`src/rtl/fmm_row_weight_scan.sv`:
```
// Rescans one row of M_e: nonzero count, max |element|, first nonzero index, all-zero flag.
// Optional early exit on the first nonzero word when FMM_SCAN_EARLY_EXIT_EN is defined.
module fmm_row_weight_scan #(
    parameter int ADDR_W = 17,
    parameter int DATA_W = 32
) (
    input  logic              ap_clk,
    input  logic              ap_rst,
    input  logic              ap_start,
    output logic              ap_done,
    output logic              ap_idle,
    output logic              ap_ready,
    input  logic [ADDR_W-1:0] base_addr,
    input  logic [31:0]       len,
    input  logic              zero_check_only,
    output logic [ADDR_W-1:0] M_e_address0,
    output logic              M_e_ce0,
    input  logic [DATA_W-1:0] M_e_q0,
    output logic [31:0]       nnz_count,
    output logic [DATA_W-1:0] max_abs,
    output logic [31:0]       first_nz_idx,
    output logic              is_zero
);

    typedef enum logic [1:0] {S_IDLE, S_RUN, S_DRAIN, S_DONE} state_t;

    localparam logic [DATA_W-1:0] MIN_NEG = {1'b1, {(DATA_W-1){1'b0}}};
    localparam logic [DATA_W-1:0] MAX_POS = ~MIN_NEG;

    state_t            state_q;
    logic [ADDR_W-1:0] base_q;
    logic [31:0]       len_q;
    logic              zco_q;
    logic [31:0]       c_q;
    logic              rd_vld_q;
    logic [31:0]       rd_idx_q;
    logic [31:0]       nnz_q;
    logic [DATA_W-1:0] max_q;
    logic [31:0]       first_q;
    logic              is_zero_q;
    logic              done_q;
    logic              idle_q;
    logic              ce_q;
    logic [ADDR_W-1:0] addr_q;

    logic [DATA_W-1:0] q_abs;
    logic              acc_en;
    logic              hit;
    logic [31:0]       nnz_d;
    logic [DATA_W-1:0] max_d;
    logic [31:0]       first_d;
    logic [31:0]       c_d;
    logic              early_exit;

    // Data returned while in DONE belongs to a read issued after an early exit and is dropped.
    always_comb begin
        q_abs   = (M_e_q0 == MIN_NEG) ? MAX_POS : (M_e_q0[DATA_W-1] ? -M_e_q0 : M_e_q0);
        acc_en  = rd_vld_q && (state_q == S_RUN || state_q == S_DRAIN);
        hit     = acc_en && (M_e_q0 != '0);
        nnz_d   = hit ? nnz_q + 32'd1 : nnz_q;
        max_d   = (acc_en && q_abs > max_q) ? q_abs : max_q;
        first_d = (hit && nnz_q == 32'd0) ? rd_idx_q : first_q;
        c_d     = c_q + 32'd1;
    end

`ifdef FMM_SCAN_EARLY_EXIT_EN
    assign early_exit = zco_q && hit && (nnz_q == 32'd0);
`else
    logic unused_zco_q;
    assign unused_zco_q = zco_q;
    assign early_exit   = 1'b0;
`endif

    always_ff @(posedge ap_clk) begin
        if (ap_rst) begin
            state_q   <= S_IDLE;
            base_q    <= '0;
            len_q     <= '0;
            zco_q     <= 1'b0;
            c_q       <= '0;
            rd_vld_q  <= 1'b0;
            rd_idx_q  <= '0;
            nnz_q     <= '0;
            max_q     <= '0;
            first_q   <= '1;
            is_zero_q <= 1'b0;
            done_q    <= 1'b0;
            idle_q    <= 1'b1;
            ce_q      <= 1'b0;
            addr_q    <= '0;
        end else begin
            done_q   <= 1'b0;
            rd_vld_q <= ce_q;
            rd_idx_q <= c_q;
            nnz_q    <= nnz_d;
            max_q    <= max_d;
            first_q  <= first_d;
            case (state_q)
                S_IDLE: begin
                    if (ap_start) begin
                        base_q    <= base_addr;
                        len_q     <= len;
                        zco_q     <= zero_check_only;
                        c_q       <= '0;
                        nnz_q     <= '0;
                        max_q     <= '0;
                        first_q   <= '1;
                        is_zero_q <= 1'b0;
                        idle_q    <= 1'b0;
                        if (len[31] || len == 32'd0) begin
                            state_q   <= S_DONE;
                            done_q    <= 1'b1;
                            is_zero_q <= 1'b1;
                        end else begin
                            state_q <= S_RUN;
                            ce_q    <= 1'b1;
                            addr_q  <= base_addr;
                        end
                    end
                end
                S_RUN: begin
                    if (early_exit) begin
                        ce_q      <= 1'b0;
                        state_q   <= S_DONE;
                        done_q    <= 1'b1;
                        is_zero_q <= (nnz_d == 32'd0);
                    end else if (c_q == len_q - 32'd1) begin
                        ce_q    <= 1'b0;
                        state_q <= S_DRAIN;
                    end else begin
                        c_q    <= c_d;
                        addr_q <= base_q + c_d[ADDR_W-1:0];
                    end
                end
                S_DRAIN: begin
                    state_q   <= S_DONE;
                    done_q    <= 1'b1;
                    is_zero_q <= (nnz_d == 32'd0);
                end
                default: begin
                    state_q <= S_IDLE;
                    idle_q  <= 1'b1;
                end
            endcase
        end
    end

    assign ap_done      = done_q;
    assign ap_ready     = done_q;
    assign ap_idle      = idle_q;
    assign M_e_ce0      = ce_q;
    assign M_e_address0 = addr_q;
    assign nnz_count    = nnz_q;
    assign max_abs      = max_q;
    assign first_nz_idx = first_q;
    assign is_zero      = is_zero_q;

endmodule

```
`config.mk`:
```
export PLATFORM = sky130hd
export DESIGN_NAME = fmm_row_weight_scan
export DESIGN_NICKNAME = d
export VERILOG_FILES = /design/src/rtl/fmm_row_weight_scan.sv
export SDC_FILE = /design/constraint.sdc
export NUM_CORES = 1
export LEC_CHECK = 0
export ABC_AREA = 1
export ABC_CLOCK_PERIOD_IN_PS = 4400
export BUFFER_PORTS_ARGS = -buffer_cell sky130_fd_sc_hd__buf_2
export CORE_MARGIN = 8
export CORE_UTILIZATION = 56
export DETAILED_ROUTE_END_ITERATION = 12
export GPL_TIMING_DRIVEN = 0
export HOLD_SLACK_MARGIN = 0.1
export PLACE_DENSITY = 0.87
export SYNTH_ARGS = -nofsm -noshare
export SYNTH_HDL_FRONTEND = slang
export SYNTH_SLANG_ARGS = --single-unit
```
`constraint.sdc`:
```
create_clock -name ap_clk -period 4.4 [get_ports ap_clk]
set_input_delay 0.66 -clock ap_clk [delete_from_list [all_inputs] [get_ports ap_clk]]
set_output_delay 0.66 -clock ap_clk [all_outputs]
set_load 0.02 [all_outputs]
```
-- Word level (Yosys, flattened, before mapping)
Index checks and enable logic that the tools add are counted.
- register bits after elaboration: 233
- input bits: 85
- output and inout port bits: 118
- logic and storage cells: 83
- $add $sub $neg: 5
- magnitude comparators: 1
- eq/ne operators: 8
- mux-type cells: 33
- bitwise gates (word level): 1
- reductions and logical operators: 21
- operators with widths (kind ; count):
    two-way mux 32 bit ; 13
    zero test 32 bit ; 3
    adder 32 x 1 -> 32 bit (second input constant) ; 2
    case mux 32 bit (2 select lines) ; 1
    two-way mux 17 bit ; 3
    case mux 17 bit (2 select lines) ; 1
    equality test 32 bit ; 1
    equality test 32 bit (second input constant) ; 1
    > comparator 32 bit ; 1
    negator 32 bit ; 1
    nonzero test 32 bit ; 1
    subtractor 32 x 1 -> 32 bit (second input constant) ; 1
    adder 17 bit ; 1
    case mux 1 bit (2 select lines) ; 4
    AND reduction 2 bit ; 4
    AND reduction 4 bit ; 2
    two-way mux 1 bit ; 7
    two-way mux 2 bit ; 3
    != test 2 bit (second input constant) ; 3
    case mux 2 bit (3 select lines) ; 1
    logical AND 1 bit ; 4
    nonzero test 2 bit ; 2
    AND reduction 3 bit ; 1
    equality test 2 x 1 -> 1 bit (second input constant) ; 1
    other kinds (6) ; 7

-- Depth between registers and ports, before layout
Gate-level depths: netlist (run 1).
- depth after elaboration: 8
- gate-level depth with buffers: 26
- mapped depth without buffers: 25

-- Worst setup path after synthesis (run 1)
OpenSTA, ideal clock, no wires.
- kind: in2reg
- start point: input M_e_q0[0]
- end point: register max_q[24], in the netlist max_abs[24]
- setup time: 0.065 ns
- arrival: 3.642 ns
- required time: 4.335 ns
- slack: 0.694 ns
- cell stages on the path: 21
- buffers on the path: 1
- cell sequence: inv_1 > ha_1 > inv_1 > nor4_1 > nand3_1 > inv_1 > nand4_1 > o21ai_0 > nor2_1 > nor2_1 > nand2_1 > ha_1 > nand2_1 > nor2_1 > nand4_1 > nor4_1 > a21oi_1 > nand2_1 > clkbuf_1 > o21ai_0 > nor2_1
- longest elaborated chain between the ends: 8
- elaborated cells between the ends (all ways): 9
- classes of those cells: 1 x add/sub; 1 x order compare; 1 x eq/ne; 5 x mux; 1 x reduce/logical
- ends and longest elaborated chain (item ; RTL line ; RTL):
    start, declared ; 18 ; input logic [DATA_W-1:0] M_e_q0,
    negator 32 bit ; 57 ; q_abs = (M_e_q0 == MIN_NEG) ? MAX_POS : (M_e_q0[DATA_W-1] ? -M_e_q0 : M_e_q0);
    two-way mux 32 bit ; 57 ;
    two-way mux 32 bit * ; 57 ;
    > comparator 32 bit ; 61 ; max_d = (acc_en && q_abs > max_q) ? q_abs : max_q;
    logical AND 1 bit ; 61 ;
    two-way mux 32 bit * ; 61 ;
    two-way mux 32 bit ; 100 ; if (ap_start) begin
    two-way mux 32 bit * ; 98 ; case (state_q)
    end signal, assigned ; 96 ; max_q <= max_d;
    end, declared ; 38 ; logic [DATA_W-1:0] max_q;
Every way passes the cells marked *; elsewhere a longest branch is shown, timed or not.
A chain may end at the register's enable or synchronous reset.

-- Worst setup path after layout (run 1)
- start point: input M_e_q0[0]
- end point: register max_q[0], in the netlist max_abs[0]
The elaborated chain is that of the path after synthesis.

==> results of run 1 <==
-- Yosys cell counts (3+ instances only) --
| master | n | area [µm²] |
|---|---|---|
| buf_1 | 8 | 30.03 |
| nand3b_1 | 8 | 60.06 |
| buf_2 | 4 | 20.02 |
| xor2_1 | 74 | 648.1 |
| xnor2_1 | 20 | 175.2 |
| nor2_1 | 362 | 1359 |
| inv_1 | 224 | 840.8 |
| a31oi_1 | 5 | 31.28 |
| o21ai_1 | 11 | 55.05 |
| o31ai_1 | 3 | 22.52 |
| clkbuf_1 | 69 | 259.0 |
| dfxtp_1 | 233 | 4664 |
| nor3_1 | 55 | 275.3 |
| a21oi_1 | 109 | 545.5 |
| nor2_2 | 8 | 50.05 |
| nand4_1 | 68 | 425.4 |
| o21ai_0 | 135 | 675.7 |
| ha_1 | 57 | 713.2 |
| or2_2 | 13 | 81.33 |
| clkinv_1 | 3 | 11.26 |
| nor2_4 | 4 | 45.04 |
| o21ai_2 | 3 | 26.28 |
| nand3_1 | 150 | 750.7 |
| nand2_1 | 531 | 1993 |
| o211ai_1 | 3 | 22.52 |
| o21bai_1 | 6 | 45.04 |
| buf_6 | 4 | 45.04 |
| nor4_1 | 24 | 150.1 |
-- power by group through the flow --
| stage | sequential [mW] | clock [mW] | combinational [mW] |
|---|---|---|---|
| 2_1_floorplan | 2.76 | 0 | 2.03 |
| 6_report | 2.63 | 2.41 | 3.09 |
| 3_5_place_dp | 2.67 | 0 | 3.02 |
| 5_1_grt | 2.66 | 2.52 | 3.44 |
| 3_3_place_gp | 2.66 | 0 | 2.95 |
| 4_1_cts | 2.62 | 2.44 | 3.04 |
-- per-layer routing --
layer | routed length [µm] | vias to the layer above
met5 | 0 | -
met4 | 1343 | 0
met3 | 3926 | 100
met2 | 21850 | 684
met1 | 19750 | 7177
li1 | - | 7666
-- through the flow --
stage / TNS, ns / power, mW / area (µm²) / util, %
detailed placement: -15.99 / 5.688 / 15660 / 62.38
global route: 0 / 8.622 / 16660 / 66.36
global placement: -17.74 / 5.610 / 15660 / 62.38
finish: 0 / 8.137 / 16660 / 66.36
CTS: 0 / 8.102 / 16630 / 66.22
floorplan: 0 / 4.791 / 14250 / -
-- sequential cells by signal, indices dropped and copies added (netlist names), 2 cells and up --
signal and flops:
M_e_address0 17, base_q 17, c_q 32, first_nz_idx 32, len_q 32, max_abs 32
nnz_count 32, rd_idx_q 32, state_q 2
-- cell usage in the layout (no fill, tap or decap), types with 4 or more instances in the layout --
cell type / n
nand4_1: 68
clkbuf_1: 66
o21bai_1: 6
dfxtp_1: 233
buf_1: 8
or2_2: 13
clkbuf_8: 4
clkbuf_16: 27
nand3_1: 150
inv_1: 224
nor2_2: 9
buf_6: 4
nor3_1: 55
o21ai_1: 11
nand2_1: 530
buf_2: 204
xor2_1: 74
xnor2_1: 20
clkbuf_2: 5
nor2_1: 361
bufinv_16: 5
o21ai_0: 135
a21oi_1: 109
a31oi_1: 5
nor2_4: 4
clkinvlp_4: 5
ha_1: 57
nand3b_1: 8
nor4_1: 21
-- kinds of logic (layout without fill, tap and decap cells) --
kind of cell	after synthesis	in the layout	share of synthesized area, %
AOI/OAI and AO/OA	280	280	10.27
DFF	233	233	32.74
buffers and inverters	316	565	8.702
and+or+nand+nor	1235	1235	37.23
xor gates and xnor gates	94	94	5.778
muxes	2	2	0.1405
adders and majority gates	58	58	5.146
-- repair_timing --
item,CTS,global route
resized for setup,1,14
buffers inserted,0,1
setup endpoints to repair,8,32
-- critical path, cell delays in order --
cell and delay, ns:
buf_2 0.13, inv_1 0.08, ha_1 0.18, inv_1 0.09
nor4_2 0.36, nand3_1 0.20, inv_1 0.13, nand4_1 0.17
o21ai_0 0.26, nor2_1 0.07, nor2_1 0.08, nand2_1 0.08
ha_1 0.29, nand2_1 0.05, nor2_1 0.11, nand4_1 0.19
nor4_2 0.38, a21oi_1 0.15, nand2_2 0.23, clkinvlp_4 0.12
buf_4 0.19, o21ai_0 0.16, nor2_1 0.05
-- final timing paths --
kind                   startpoint                             to  cells after the start
max                     M_e_q0[0]          max_abs[0]$_SDFF_PP0_                     23
min                       len[14]         len_q[14]$_SDFFE_PP0P_                      3
max reg2reg   c_q[0]$_SDFFE_PP0P_  M_e_address0[16]$_SDFFE_PP0P_                     19
min reg2reg  M_e_ce0$_SDFFE_PP0P_            rd_vld_q$_SDFF_PP0_                      2
-- layout make-up --
cell class                      count  area share (%)
Multi-Input combinational cell   1669           50.22
Sequential cell                   233           27.99
Timing Repair Buffer              201           6.052
Inverter                          228           5.158
Clock buffer                       33           4.430
Tap cell                          330           2.478
Buffer                             88           2.343
Clock inverter                     15           1.329
==> results.toml, run 1 <==
[power_and_ir_drop]
power.density_nw_per_um2 = 488.3
p_leak_nw = 7.525
pwr-share-comb_pct = 38.0
intPower_mw = 4.839
netSwitchingPower_mw = 3.299
ir_worst_vdd_v = 0.0004272
clkPwrFrac_pct = 29.7
p_seq_share_pct = 32.4
p_sw_share_pct = 40.54

[setup_path]
cp-start-kind = "input port"
critical_path_required_ns = 4.83
ff2ff_setup_slack_ns = 0.66
crit_arrival_ns = 4.44
end_kind = "register"
path_class = "in2reg"
cp_max_fo = 10

[drt]
via_per_inst = 5.587
wire_per_inst_um = 16.76
postRouteAntennaNets = 0
drt_pass1_iterations = 8
drt_iter0_markers = 1530
drt_wl_total_mm = 46.87
dr_total_vias = 15630
drc = 0

[placement]
port_buffers = 200
place_inst = 2748
dpl_worst_slack_ns = -0.5948
place.gp.congestion = 0.9783
dp_hpwl_mm = 37.09

[timing]
fin_skew_ns = 0.01506
hold_viol = 0
setup_viol = 0
fin_crit_sh_pct = 91.33
fin_crit_ns = 4.018
slew_headroom_pct = 39.05
slew_violations = 0
timing.final.ws_setup_ns = 0.3817
rsz0062_at_grt = "false"
worstMarginPinSlew_ns = 0.9067
fmax_ghz = 0.2489
hold_ws_ns = 0.3862

[global_routing]
grt_pass1_wl_mm = 75.02
grt_start_max_net_pins = 15
grt_antenna_before_repair = 0
grt_overflow = 0
use_met3_pct = 4.574
met1_usage_pct = 37.08
use_met2_pct = 50.73
first_global_vias = 14850
grt_util_all_layers_pct = 29.35
top_usage_layer = "met2"

[cts]
cts_htree_levels = 1
cts_made_buffers = 26
path_clk_slew_ns = 0.06
holdBufCountCts = 0
clockBufferDepth = 3
cts_root_buffer = "clkbuf_16"
clock_sinks = 233
cts_tree = "done"
clock_latency_ns = 0.54

[finish]
fillCellCount = 2286
fin_nets = 2590
syn_to_final_growth_pct = 16.95
regArea_um2 = 4664
final_cell_count_no_fill = 2797
n_antenna_cell = 0
multi_input_area_um2 = 8368
drive_gt1_share_pct = 12.32

[synthesis]
synth_edf_count = 0
ys_ff_latch = 233
ys_seq_area_share_pct = 32.74
ys.flop_type = "dfxtp_1"
ys_types = 46
syn_nets = 2361
netlist_area_um2 = 14250
avgSynthCellArea_um2 = 6.424
async_flop_share_pct = 0
ys.warnings.count = 0
syn_inst = 2218

[floorplan]
rows = 58
fp.dieArea_um2 = 30800
dieWidth_um = 175.5
pin_count = 203
die_y_um = 175.5
start_util_pct = 56.75
coreArea_um2 = 25110

[job]
max_cap_violations = 0

[run_status]
status = "complete, no violations"

[worst_hold_path]
hold_class = "in2reg"
(Power assumes the default switching activity.)
==> inputs of run 2 (changes only) <==
==> constraint.sdc (replaced) <==
create_clock -name ap_clk -period 4.4 [get_ports ap_clk]
set_input_delay 1.1 -clock ap_clk [delete_from_list [all_inputs] [get_ports ap_clk]]
set_output_delay 1.1 -clock ap_clk [all_outputs]
set_load 0.02 [all_outputs]
==> run 2 against run 1 <==
Effect of this change: setup slack worse by 0.21 ns; largest power group unchanged; global-route usage about the same; critical endpoint is now max_abs[24]$_SDFF_PP0_; cell area up 0.47%; critical path type unchanged.
==> results.toml, run 2 (synthesis gave the netlist of run 1 again) <==
[power_and_ir_drop]
power.density_nw_per_um2 = 486.3
ir_worst_vdd_v = 0.0004271
p_leak_nw = 7.570
p_total_mw = 8.142

[floorplan]
die_y_um = 175.5
dieWidth_um = 175.5
coreArea_um2 = 25110
fp.dieArea_um2 = 30800
start_util_pct = 56.75
rows = 58
pin_count = 203

[setup_path]
end_kind = "register"
path_class = "in2reg"
rr_worst_depth = 19
crit_arrival_ns = 4.66
cp-start-kind = "input port"
critical_path_required_ns = 4.83
cp_max_fo = 10

[job]
max_cap_violations = 0

[timing]
setup_viol = 0
fin_crit_ns = 4.232
slew_violations = 0
finalSetupTns_ns = 0
slew_headroom_pct = 39.16
fin_crit_sh_pct = 96.17
fin_skew_ns = 0.01409
worstMarginPinSlew_ns = 0.9051
hold_viol = 0
fmax_ghz = 0.2363

[global_routing]
grt_antenna_before_repair = 0
grt_start_max_net_pins = 15
grt_util_all_layers_pct = 29.37
first_global_vias = 14850
grt_overflow = 0
grt_pass1_wl_mm = 75.05

[drt]
drt_wl_total_mm = 47.02
drt_pass1_iterations = 6
wire_per_inst_um = 16.79
top_layer_used = "met4"
drc = 0
wl_met1_mm = 19.72
postRouteAntennaNets = 0
via_per_inst = 5.596
drt_iter0_markers = 1570
wl_met2_mm = 22.01
dr_total_vias = 15670
wl_met3_mm = 3.863

[cts]
cts_tree = "done"
clockBufferDepth = 3
clock_sinks = 233
cts_root_buffer = "clkbuf_16"
cts_made_buffers = 26
cts_htree_levels = 1
clock_latency_ns = 0.54
path_clk_slew_ns = 0.07
holdBufCountCts = 0

[placement]
place.gp.congestion = 0.9783
postPlaceCellArea_um2 = 15660
dp_hpwl_mm = 37.09
place_inst = 2748
port_buffers = 200

[finish]
fin_nets = 2593
n_antenna_cell = 0
drive_gt1_share_pct = 12.67
fillCellCount = 2271
final_util_pct = 66.67
final_area_um2 = 16740
final_cell_mix = "nand2_1 (530), nor2_1 (359), dfxtp_1 (233)"
final_cell_count_no_fill = 2800
final_common_cell = "nand2_1"
syn_to_final_growth_pct = 17.49

[run_status]
status = "complete, no violations"

[worst_hold_path]
hold_class = "reg2reg"
whs_path_depth = 2
==> run 2: cell type report <==
type                            count  area [µm²]  share of cell area, %
Sequential cell                   233        4664                  27.86
Timing Repair Buffer              204        1031                  6.158
Multi-Input combinational cell   1669        8416                  50.27
Tap cell                          330       412.9                  2.466
Clock buffer                       33       738.2                  4.410
Clock inverter                     15       221.5                  1.323
Inverter                          228       858.3                  5.127
Buffer                             88       399.1                  2.384
==> run 2: per-stage QoR <==
stage / hold slack (ns) / setup slack [ns]
6_report: 0.4364 / 0.1684
5_1_grt: 0.4704 / -0.02586
4_1_cts: 0.4471 / 0.01770
3_5_place_dp: 0.4377 / -1.035
3_3_place_gp: 0.4379 / -1.066
2_1_floorplan: 0.4445 / 0.2537
==> run 2: timing repair <==
| item | CTS | global route |
|---|---|---|
| pin swaps | 0 | 7 |
| setup endpoints to repair | 32 | 32 |
| hold endpoints to repair | 0 | 0 |
| resized for setup | 10 | 21 |
| setup buffers | 0 | 4 |
==> run 2: final timing paths <==
path         slack [ns]                 start                            end
max                0.17             M_e_q0[2]         max_abs[24]$_SDFF_PP0_
min                0.44  M_e_ce0$_SDFFE_PP0P_            rd_vld_q$_SDFF_PP0_
max reg2reg        0.65   c_q[0]$_SDFFE_PP0P_  M_e_address0[16]$_SDFFE_PP0P_
min reg2reg        0.44  M_e_ce0$_SDFFE_PP0P_            rd_vld_q$_SDFF_PP0_
==> run 2: where the power goes <==
| group | switching (mW) | internal (mW) | leakage [nW] |
|---|---|---|---|
| Combinational | 2.12 | 0.971 | 5.22 |
| Sequential | 0.247 | 2.39 | 1.89 |
| Clock | 0.935 | 1.48 | 0.459 |
| Total | 3.30 | 4.84 | 7.57 |
==> run 2: critical path: stages <==
cell      delay (ns)
buf_2           0.13
nor2_1          0.18
nand2_1         0.15
nor4_4          0.33
nand3_2         0.15
inv_1           0.11
nand4_1         0.23
o21ai_1         0.24
nor2_1          0.06
nor2_1          0.08
nand2_1         0.08
ha_1            0.28
nand2_1         0.05
nor2_1          0.12
nand4_1         0.23
nor4_4          0.36
nand2_1         0.10
nand2_1         0.11
nand2_4         0.11
clkbuf_4        0.22
o21ai_0         0.18
nor2_1          0.06
==> run 2: layer usage <==
layer | GRT usage (%) | vias to the layer above
li1 | - | 7680
met1 | 37.16 | 7202
met2 | 50.82 | 684
met3 | 4.531 | 103
met4 | 8.584 | 0
met5 | 0 | -
